--- src/rtl/regb_fifo_pkg.sv ---
// Shared definitions for the register-chain FIFO: sizing helpers and the
// per-slot select encodings.
package regb_fifo_pkg;

    typedef enum logic [1:0] {
        HOLD      = 2'd0,
        LOAD_IN   = 2'd1,
        LOAD_NEXT = 2'd2,
        CLEAR     = 2'd3
    } slot_sel_e;

    function automatic int clog2(input int value);
        int result;
        int rem;
        result = 0;
        rem    = value - 1;
        while (rem > 0) begin
            result = result + 1;
            rem    = rem >> 1;
        end
        return result;
    endfunction

    // Bits needed to hold a fill level in 0..depth inclusive.
    function automatic int count_width(input int depth);
        return clog2(depth + 1);
    endfunction

endpackage

--- src/rtl/regb_fifo_slot.sv ---
// One storage slot of the FIFO chain: a WIDTH-bit register with a 4-way
// select (hold / load push data / load neighbour / clear) and synchronous reset.
module regb_fifo_slot
    import regb_fifo_pkg::*;
#(
    parameter int WIDTH = 4
) (
    input  logic             clk,
    input  logic             res_n,
    input  slot_sel_e        sel,
    input  logic [WIDTH-1:0] load_val,
    input  logic [WIDTH-1:0] next_val,
    output logic [WIDTH-1:0] value
);

    logic [WIDTH-1:0] value_reg;

    always_ff @(posedge clk) begin
        if (!res_n) begin
            value_reg <= '0;
        end else begin
            unique case (sel)
                LOAD_IN:   value_reg <= load_val;
                LOAD_NEXT: value_reg <= next_val;
                CLEAR:     value_reg <= '0;
                default:   value_reg <= value_reg;
            endcase
        end
    end

    assign value = value_reg;

endmodule

--- src/rtl/regb_fifo_flags.sv ---
// Register-chain FIFO with fixed head (slot 0), fill count and programmable
// almost-full/almost-empty flags. Sticky overflow/underflow under REGB_FIFO_ERR_EN.
module regb_fifo_flags
    import regb_fifo_pkg::*;
#(
    parameter int DEPTH     = 5,
    parameter int WIDTH     = 4,
    parameter int AFULL_TH  = DEPTH - 1,
    parameter int AEMPTY_TH = 1
) (
    input  logic                          clk,
    input  logic                          res_n,
    input  logic                          shift_in,
    input  logic [WIDTH-1:0]              in,
    input  logic                          shift_out,
    output logic [WIDTH-1:0]              out,
    output logic                          empty_n,
    output logic                          full,
    output logic                          almost_full,
    output logic                          almost_empty,
    output logic [count_width(DEPTH)-1:0] count,
    output logic                          overflow,
    output logic                          underflow
);

    localparam int CW = count_width(DEPTH);
    localparam logic [CW-1:0] DEPTH_C     = CW'(DEPTH);
    localparam logic [CW-1:0] AFULL_TH_C  = CW'(AFULL_TH);
    localparam logic [CW-1:0] AEMPTY_TH_C = CW'(AEMPTY_TH);

    logic [CW-1:0] count_reg;
    logic [CW-1:0] count_next;
    logic          empty_n_reg;
    logic          full_reg;
    logic          almost_full_reg;
    logic          almost_empty_reg;
    logic          push;
    logic          pop;

    logic [DEPTH-1:0][WIDTH-1:0] slot_q;

    // A full FIFO still accepts a push when the same edge pops a word.
    assign push = shift_in & (~full_reg | shift_out);
    assign pop  = shift_out & empty_n_reg;

    always_comb begin
        count_next = count_reg;
        unique case ({push, pop})
            2'b10:   count_next = count_reg + CW'(1);
            2'b01:   count_next = count_reg - CW'(1);
            default: count_next = count_reg;
        endcase
    end

    genvar gi;
    generate
        for (gi = 0; gi < DEPTH; gi++) begin : g_slot
            slot_sel_e        sel;
            logic [WIDTH-1:0] next_val;

            if (gi == DEPTH - 1) begin : g_tail
                assign next_val = '0;
            end else begin : g_body
                assign next_val = slot_q[gi+1];
            end

            always_comb begin
                sel = HOLD;
                if (push && pop) begin
                    if (count_reg - CW'(1) == CW'(gi))
                        sel = LOAD_IN;
                    else if (gi == DEPTH - 1)
                        sel = CLEAR;
                    else
                        sel = LOAD_NEXT;
                end else if (pop) begin
                    sel = (gi == DEPTH - 1) ? CLEAR : LOAD_NEXT;
                end else if (push) begin
                    if (count_reg == CW'(gi))
                        sel = LOAD_IN;
                end
            end

            regb_fifo_slot #(
                .WIDTH(WIDTH)
            ) u_slot (
                .clk     (clk),
                .res_n   (res_n),
                .sel     (sel),
                .load_val(in),
                .next_val(next_val),
                .value   (slot_q[gi])
            );
        end
    endgenerate

    // Flags are computed from the next count so they line up with count.
    always_ff @(posedge clk) begin
        if (!res_n) begin
            count_reg        <= '0;
            empty_n_reg      <= 1'b0;
            full_reg         <= 1'b0;
            almost_full_reg  <= 1'b0;
            almost_empty_reg <= 1'b1;
        end else begin
            count_reg        <= count_next;
            empty_n_reg      <= (count_next != '0);
            full_reg         <= (count_next == DEPTH_C);
            almost_full_reg  <= (count_next >= AFULL_TH_C);
            almost_empty_reg <= (count_next <= AEMPTY_TH_C);
        end
    end

`ifdef REGB_FIFO_ERR_EN
    logic overflow_reg;
    logic underflow_reg;

    always_ff @(posedge clk) begin
        if (!res_n) begin
            overflow_reg  <= 1'b0;
            underflow_reg <= 1'b0;
        end else begin
            if (shift_in && full_reg && !shift_out)
                overflow_reg <= 1'b1;
            if (shift_out && !empty_n_reg)
                underflow_reg <= 1'b1;
        end
    end

    assign overflow  = overflow_reg;
    assign underflow = underflow_reg;
`else
    assign overflow  = 1'b0;
    assign underflow = 1'b0;
`endif

    assign out          = slot_q[0];
    assign empty_n      = empty_n_reg;
    assign full         = full_reg;
    assign almost_full  = almost_full_reg;
    assign almost_empty = almost_empty_reg;
    assign count        = count_reg;

endmodule

--- config.mk ---
export PLATFORM = sky130hd
export DESIGN_NAME = regb_fifo_flags
export DESIGN_NICKNAME = d
export VERILOG_FILES = /design/src/rtl/regb_fifo_pkg.sv /design/src/rtl/regb_fifo_slot.sv /design/src/rtl/regb_fifo_flags.sv
export SDC_FILE = /design/constraint.sdc
export NUM_CORES = 1
export LEC_CHECK = 0
export CAP_MARGIN = 15
export CORE_MARGIN = 2
export CORE_UTILIZATION = 30
export CTS_CLUSTER_SIZE = 20
export DETAILED_ROUTE_END_ITERATION = 8
export PLACE_DENSITY_LB_ADDON = 0.3
export SYNTH_ARGS = -nofsm -noshare
export SYNTH_HDL_FRONTEND = slang
export SYNTH_SLANG_ARGS = --single-unit
--- constraint.sdc ---
create_clock -name clk -period 2.85 [get_ports clk]
set_clock_uncertainty 0.1 [all_clocks]
set_input_delay 0.4275 -clock clk [delete_from_list [all_inputs] [get_ports clk]]
set_output_delay 0.4275 -clock clk [all_outputs]
set_load 0.05 [all_outputs]
==> flow_summary.toml <==
[run_status]
status = "complete, no violations"

[detailed_routing]
drt_first_pass_iters = 4
vias = 1126
vias_per_cell = 4.96
drtIter0Drc = 53
wirelength_um = 3110
routedWlPerCell_um = 13.7
drc = 0
postRouteAntennaNets = 0

[global_route]
grt_pass1_vias = 1050
grt_antenna_before_repair = 0
grt_pass1_wl_um = 5260
grt_max_degree = 21
grt_usage = 0.128
grt_overflow_total = 0

[timing]
setup-tns-final_ns = 0
layout_min_cycle_time_ns = 2.32
relSlewSlack = 0.555
setup_viol = 0
fmax_mhz = 431
timing.final.crit_share = 0.815
tightest_slew_ns = 0.661
rsz0062_at_grt = "no"
hold_viol = 0
drv_slew = 0

[clock_tree]
cts_root_buf = "clkbuf_8"
clock_latency_ns = 0.28
cts_tree = "built"
cts_made_buffers = 3
clockBufferDepth = 2
cts.sink_count = 26
cts.clk_slew.worst_paths_ns = 0.10
cts_resized = 0
cts_setup_buffers = 0
hold_buffers = 0
htree_levels = 1

[floorplan]
die_w_um = 73.0
core_um2 = 4660
io_pins = 21
die-height_um = 73.0
initial_core_util = 0.306
core.rowCount = 25
dieArea_um2 = 5320

[power]
power_frac_comb = 0.352
max-vdd-ir-drop_v = 0.000312
switching_share = 0.354
cellLeakagePower_uw = 0.000711
fin_total_pwr_uw = 1200
p_clk_frac = 0.268
pwr-share-seq = 0.381
power_per_cell_area_nw_per_um2 = 689
p_switching_uw = 423
power.internal_uw = 773

[final_layout]
largest_reg_flops = 20
area_growth_pct = 21.8
fin_util = 0.373
drive_gt1_frac = 0.0867
diodes = 0
nNetsFinal = 191

[worst_setup_path]
max_stage_delay_ns = 0.41
start_kind = "primary input"
worstSetupPathType = "primary input to register"
crit_fanout = 7
critical_path_required_ns = 2.94
path_buf_inv = 1
crit_family = "compound AO/OA/AOI/OAI gates"
cp.arrival_ns = 2.41
crit_chain = "clkdlybuf4s50_1, nand2b_1, and2_1, ha_1, a21o_1, a41o_1, o221a_2, o21a_1"
crit_path_top_delay_cell = "clkdlybuf4s50_1"
endpoint_kind = "register"

[synth]
synth_area_per_cell_um2 = 9.32
synth_edf_count = 0
ys_ff_latch = 26
ys_async_sr_fraction = 0
syn_inst = 153
ys_warn_count = 0
yosysSeqAreaShare = 0.365
netlist_area_um2 = 1430
ys_types = 37
synth_flop_cell = "dfxtp_1"

[place]
gp_congestion = 0.787
dp_hpwl_um = 2320
port_buffers = 18

[flow_run]
max_cap_viol_count = 0

[hold_path]
hp-class = "register to register"
## per-layer routing
| layer | global-route usage | vias up | wire length (um) |
|---|---|---|---|
| li1 | - | 598 | - |
| met2 | 0.196 | 21 | 1340 |
| met5 | 0 | - | 0 |
| met4 | 0.0617 | 0 | 75 |
| met1 | 0.180 | 503 | 1590 |
| met3 | 0.0138 | 4 | 103 |
## per-stage QoR
step                      cell area [um2]  std cells  hold WS (ns)  setup WS, ns
final                                1740        227         0.408         0.528
after global routing                 1740        227         0.438         0.328
after CTS                            1740        227         0.419         0.524
after detailed placement             1670        223         0.395         0.217
after global placement               1670        223         0.384         0.257
after floorplan                      1430        154         0.360         0.452
## worst min-delay path: stages, from the launching register on
cell	delay, ns
dfxtp_1	0.34
mux2i_1	0.07
nor2_1	0.07
## power groups by stage
stage                     clock network, uW  logic, uW  registers, uW
after floorplan                           0        238            531
after global placement                    0        419            464
after detailed placement                  0        420            464
after CTS                               327        423            456
after global routing                    339        460            464
final                                   320        421            455
## worst paths after layout
| kind | startpoint | to | slack (ns) | cells after the start |
|---|---|---|---|---|
| worst min register to register | g_slot[4].u_slot.value[2]$_SDFFE_PN0P_ | g_slot[4].u_slot.value[2]$_SDFFE_PN0P_ | 0.41 | 2 |
| worst max-delay path | shift_out | g_slot[0].u_slot.value[2]$_SDFFE_PN0P_ | 0.53 | 8 |
| worst min-delay path | g_slot[4].u_slot.value[2]$_SDFFE_PN0P_ | g_slot[4].u_slot.value[2]$_SDFFE_PN0P_ | 0.41 | 2 |
| worst max register to register | full$_SDFF_PN0_ | g_slot[0].u_slot.value[2]$_SDFFE_PN0P_ | 0.79 | 7 |
## final cells by class
class / count / area, um2
Fill cell: 467 / 2920
Multi-Input combinational cell: 111 / 833
Sequential cell: 26 / 520
Timing Repair Buffer: 21 / 203
Tap cell: 54 / 67.6
Clock buffer: 3 / 41.3
Inverter: 11 / 41.3
Clock inverter: 1 / 30.0
## cells in the mapped netlist (2+ instances only)
master     n  share of area
a21oi_1   14          0.049
buf_4      3          0.016
nand2b_1   4          0.018
nand3_1    2         0.0070
mux2i_1   19           0.13
inv_1     11          0.029
nand2_1    4          0.011
and2_1     5          0.022
clkbuf_1   2         0.0053
dfxtp_1   26           0.36
o31ai_1    4          0.021
o21ai_0   16          0.056
nor2_1     7          0.018
a31oi_1    3          0.013
a31oi_2    2          0.018
ha_1       9          0.079
a221oi_1   2          0.012
## cell usage in the layout, fill, tap and decap left out, types with 2 or more instances in the layout
cell | netlist | layout
dfxtp_1 | 26 | 26
mux2i_1 | 19 | 19
clkdlybuf4s50_1 | 0 | 18
o21ai_0 | 16 | 16
a21oi_1 | 14 | 14
inv_1 | 11 | 11
ha_1 | 9 | 9
nor2_1 | 7 | 7
and2_1 | 5 | 5
nand2b_1 | 4 | 4
nand2_1 | 4 | 4
o31ai_1 | 4 | 4
a31oi_1 | 3 | 3
clkbuf_8 | 0 | 3
buf_4 | 3 | 3
a31oi_2 | 2 | 2
nand3_1 | 2 | 2
a221oi_1 | 2 | 2
conb_1 | 1 | 2
## kinds of logic (layout without fill, tap and decap cells)
| family | Yosys count | in the layout | synth area share |
|---|---|---|---|
| compound gates | 54 | 54 | 0.260 |
| flops | 26 | 26 | 0.365 |
| simple gates | 26 | 26 | 0.0956 |
| mux | 19 | 19 | 0.133 |
| buf+inv | 17 | 36 | 0.0535 |
| fa+ha+maj | 9 | 9 | 0.0789 |
| other cells | 1 | 2 | 0.00263 |
| xor+xnor | 1 | 1 | 0.0114 |
No activity file was read; power rests on OpenSTA's default activity.
==> patch 1 (same settings) <==
The parameter `DEPTH` goes from 5 to 10.
--- a/src/rtl/regb_fifo_flags.sv
+++ b/src/rtl/regb_fifo_flags.sv
@@ -3,7 +3,7 @@
 module regb_fifo_flags
     import regb_fifo_pkg::*;
 #(
-    parameter int DEPTH     = 5,
+    parameter int DEPTH     = 10,
     parameter int WIDTH     = 4,
     parameter int AFULL_TH  = DEPTH - 1,
     parameter int AEMPTY_TH = 1
Ports: changed (resized count); port bits go from 21 to 22. The function was not compared with the original's and may differ.
==> patch 1 against the original RTL <==
  * First-iteration DRC count increased by 58%
  * Synthesized area rose by 89%
  * Die area is 84% higher
  * Cell count up 79%
  * Routed wire length up 95%
  * Sequential power rose by 93%
  * Power up 87%
  * Worst setup slack worse by 0.12 ns
  * Largest power group is now combinational cells
  * Synthesized cell count rose by 80%
  * Design area is 76% higher
  * Critical endpoint is now g_slot[6].u_slot.value[2]
  * Sequential cell count up 22
  * Via count rose by 88%
==> patch 1: results <==
metrics = {
    "finish": {
        "drive_gt1_share_pct": 15.4,
        "nets": 315,
        "area_share_nonclk_buffers_pct": 8.69,
        "n_fill_cell": 890,
        "nNonClkInverters": 9,
        "clockBufferCount": 6,
        "final-clk-cell-share_pct": 3.16,
        "seq_area_share_pct": 31.5,
        "multi_input_area_share_pct": 51.1,
        "largest_reg_flops": 40,
    },
    "detailed_routing": {
        "post_drt_wl_per_cell_um": 14.9,
        "drt_iter0_markers": 84,
        "met3_length_um": 151,
        "wl_met2_um": 2980,
        "vias": 2119,
        "via_per_inst": 5.22,
        "met1Wirelength_um": 2860,
    },
    "timing": {
        "relSlewSlack_pct": 60.1,
    },
    "placed_design": {
        "place_hpwl_um": 4380,
        "port_buffers": 19,
        "dpl_worst_slack_ns": 0.0916,
    },
    "grt": {
        "grt_util_met2_pct": 21.4,
        "grt_use_met3_pct": 2.55,
        "grt_pass1_vias": 2039,
        "grt_max_degree": 44,
    },
    "clock_tree": {
        "htree_levels": 2,
        "numCtsBuffers": 5,
        "clkSinkCount": 48,
        "insertion_delay_ns": 0.31,
    },
    "critical_path": {
        "cp.arrival_ns": 2.54,
        "cpPeakStageDelay_ns": 0.50,
        "worstPathMaxFanout": 8,
        "critical_path.slowest_cell": "a21oi_1",
    },
    "synth": {
        "yosys.area_share.xor_xnor_pct": 0,
        "synth-compound-area-share_pct": 29.4,
        "synth_fa_ha_area_share_pct": 4.64,
        "yosysSeqAreaShare_pct": 35.6,
        "synthTopCellsByArea": "dfxtp_1, mux2i_1, a21oi_1",
        "synth_cell_types": 45,
        "netlist_instances": 276,
        "synthMuxAreaShare_pct": 16.1,
    },
    "power_and_ir_drop": {
        "intPower_mw": 1.36,
        "p_leak_nw": 1.31,
    },
    "run_status": {
        "status": "finished, final reports clean",
    },
}
==> patch 1: cell types whose count changed after synthesis, sizes merged, moves of 8 or more <==
cell,unedited run,this run
a21oi,15,40
a31o,1,9
clkbuf,2,12
dfxtp,26,48
mux2i,19,42
o21ai,17,46
==> patch 1: through the flow <==
step                cell area [um2]  utilization, %
global placement               2960            33.9
CTS                            3050            35.0
floorplan                      2700               -
finish                         3050            35.0
detailed placement             2960            33.9
global route                   3050            35.0
==> patch 1: worst paths after layout <==
path                                                 from                   endpoint  slack (ns)  cells after the start
worst max-delay path                            shift_out  g_slot[6].u_slot.value[2]        0.41                     10
worst min-delay path            g_slot[9].u_slot.value[3]  g_slot[9].u_slot.value[3]        0.41                      2
worst max register to register                   count[0]  g_slot[6].u_slot.value[2]        0.66                      7
worst min register to register  g_slot[9].u_slot.value[3]  g_slot[9].u_slot.value[3]        0.41                      2
==> patch 1: power groups by stage <==
stage / clock [mW] / sequential, mW / combinational, mW
after floorplan: 0 / 0.987 / 0.602
after global placement: 0 / 0.894 / 0.907
after detailed placement: 0 / 0.893 / 0.913
after CTS: 0.460 / 0.879 / 0.916
after global routing: 0.486 / 0.895 / 1.00
final: 0.444 / 0.879 / 0.911
==> patch 1: worst max-delay path, delay by kind of cell <==
family	cells	cell delay, ns
muxes	1	0.25
buffers and inverters	3	0.64
AOI/OAI and AO/OA	5	0.98
adders and majority gates	1	0.25
==> patch 1: cells by family (layout without fill, tap and decap cells) <==
| family | count (synthesis) | after routing |
|---|---|---|
| mux | 43 | 43 |
| simple gates | 31 | 31 |
| flops | 48 | 48 |
| other cells | 1 | 2 |
| fa+ha+maj | 10 | 10 |
| buf+inv | 25 | 46 |
| compound gates | 118 | 118 |
==> patch 2 (config.mk and constraints unchanged) <==
Made on the original files. Register the output `count` once more; this adds one clock of latency there. The other outputs are not delayed to match.
--- a/src/rtl/regb_fifo_flags.sv
+++ b/src/rtl/regb_fifo_flags.sv
@@ -139,7 +139,9 @@
     assign full         = full_reg;
     assign almost_full  = almost_full_reg;
     assign almost_empty = almost_empty_reg;
-    assign count        = count_reg;
+    always_ff @(posedge clk) begin
+        count <= count_reg;
+    end
 
 endmodule
 
Check against the original RTL: not equivalent (Yosys sat finds a counterexample within 4 cycles, from zero or initial values).
==> patch 2 against the original RTL <==
  * Critical path depth unchanged
  * Via count up 6.7%
  * Worst setup slack better by 0.027 ns
  * Largest cell class unchanged
  * Power up 15%
  * Largest power group unchanged
  * Design area up 8.6%
  * Die area up 4.8%
  * Maximum frequency up 1.2%
  * Sequential cell count up 3
  * Non-clock buffer count up 1
  * Highest routed layer unchanged
  * Synthesized area up 5.1%
  * Routed wire length up 7.9%
  * Count of clock-buffer cells in the layout up 4
  * Critical endpoint is now g_slot[0].u_slot.value[3]
==> patch 2: results <==
metrics = {
    "synth": {
        "yosysSeqAreaShare_pct": 38.7,
        "synth_cell_types": 34,
        "synth-compound-area-share_pct": 24.2,
        "synth_fa_ha_area_share_pct": 7.51,
        "yosys.area_share.xor_xnor_pct": 1.09,
        "synthMuxAreaShare_pct": 12.0,
        "synthTopCellsByCount": "dfxtp_1, mux2i_1, o21ai_0",
        "synthTopCellsByArea": "dfxtp_1, mux2i_1, ha_1",
    },
    "detailed_routing": {
        "met1Wirelength_um": 1630,
        "drt_iter0_markers": 89,
        "wl_um": 3350,
        "met3_length_um": 112,
        "via_per_inst": 4.75,
        "top_layer": "met4",
    },
    "finish": {
        "n_fill_cell": 470,
        "drive_gt1_share_pct": 10.2,
        "final-clk-cell-share_pct": 6.17,
        "nNonClkInverters": 10,
        "nets": 202,
        "clockBufferCount": 7,
        "multi_input_area_share_pct": 45.5,
        "nMultiInputCombCells": 117,
        "nFlopsAndLatches": 29,
        "buffers": 22,
        "seq_area_um2": 581,
        "area_share_nonclk_buffers_pct": 11.1,
    },
    "placed_design": {
        "placed_area_um2": 1770,
        "port_buffers": 18,
        "gp_congestion": 0.848,
        "place_hpwl_um": 2380,
    },
    "power_and_ir_drop": {
        "p_leak_nw": 0.758,
        "ir_drop_uv": 189,
    },
    "critical_path": {
        "path_delay_family": "simple AND/OR/NAND/NOR gates",
        "critical_path.slowest_cell": "or4_1",
        "ff2ff_setup_slack_ns": 0.84,
        "crit_end": "g_slot[0].u_slot.value[3]",
        "r2r_start": "full",
        "cpPeakStageDelay_ns": 0.47,
        "worstPathMaxFanout": 5,
        "cp.arrival_ns": 2.37,
    },
    "hold_path": {
        "holdPathEnd": "count[1]",
        "hold_path_depth": 0,
        "worstHoldStart": "count_reg[1]",
    },
    "grt": {
        "grt_use_met3_pct": 3.21,
        "use_met1_pct": 18.3,
        "grt_pass1_vias": 1193,
        "grt_usage_pct": 13.6,
        "grt_pass1_wl_um": 5690,
        "grt_max_degree": 23,
        "grt_util_met2_pct": 19.8,
    },
    "clock_tree": {
        "htree_levels": 2,
        "numCtsBuffers": 5,
        "clkTransAtPathRegs_ns": 0.07,
        "cts.repair.resized": 0,
        "insertion_delay_ns": 0.28,
    },
    "run_status": {
        "status": "finished, final reports clean",
    },
    "timing": {
        "tightest_slew_ns": 0.733,
    },
}
-- patch 2: changes by cell type after synthesis, sizes merged, moves of 2 or more --
cell / before / now
nor3: 0 / 2
a221oi: 2 / 0
o22ai: 1 / 3
dfxtp: 26 / 29
a22oi: 0 / 2
nand3: 2 / 5
nand2: 4 / 10
a21boi: 0 / 2
a21oi: 15 / 12
-- patch 2: per-stage QoR --
step	utilization, %	total power, mW	hold slack, ns	worst slack [ns]	std cells
detailed placement	37.0	0.937	0.305	0.266	245
global route	39.4	1.44	0.334	0.359	253
global placement	37.0	0.937	0.312	0.277	245
CTS	39.4	1.39	0.314	0.565	253
floorplan	-	0.811	0.283	0.461	161
finish	39.4	1.38	0.316	0.555	253
-- patch 2: report_power, final --
part	switching (mW)	internal (mW)
clock	0.160	0.285
combinational	0.266	0.165
sequential	0.0362	0.464
total	0.462	0.914
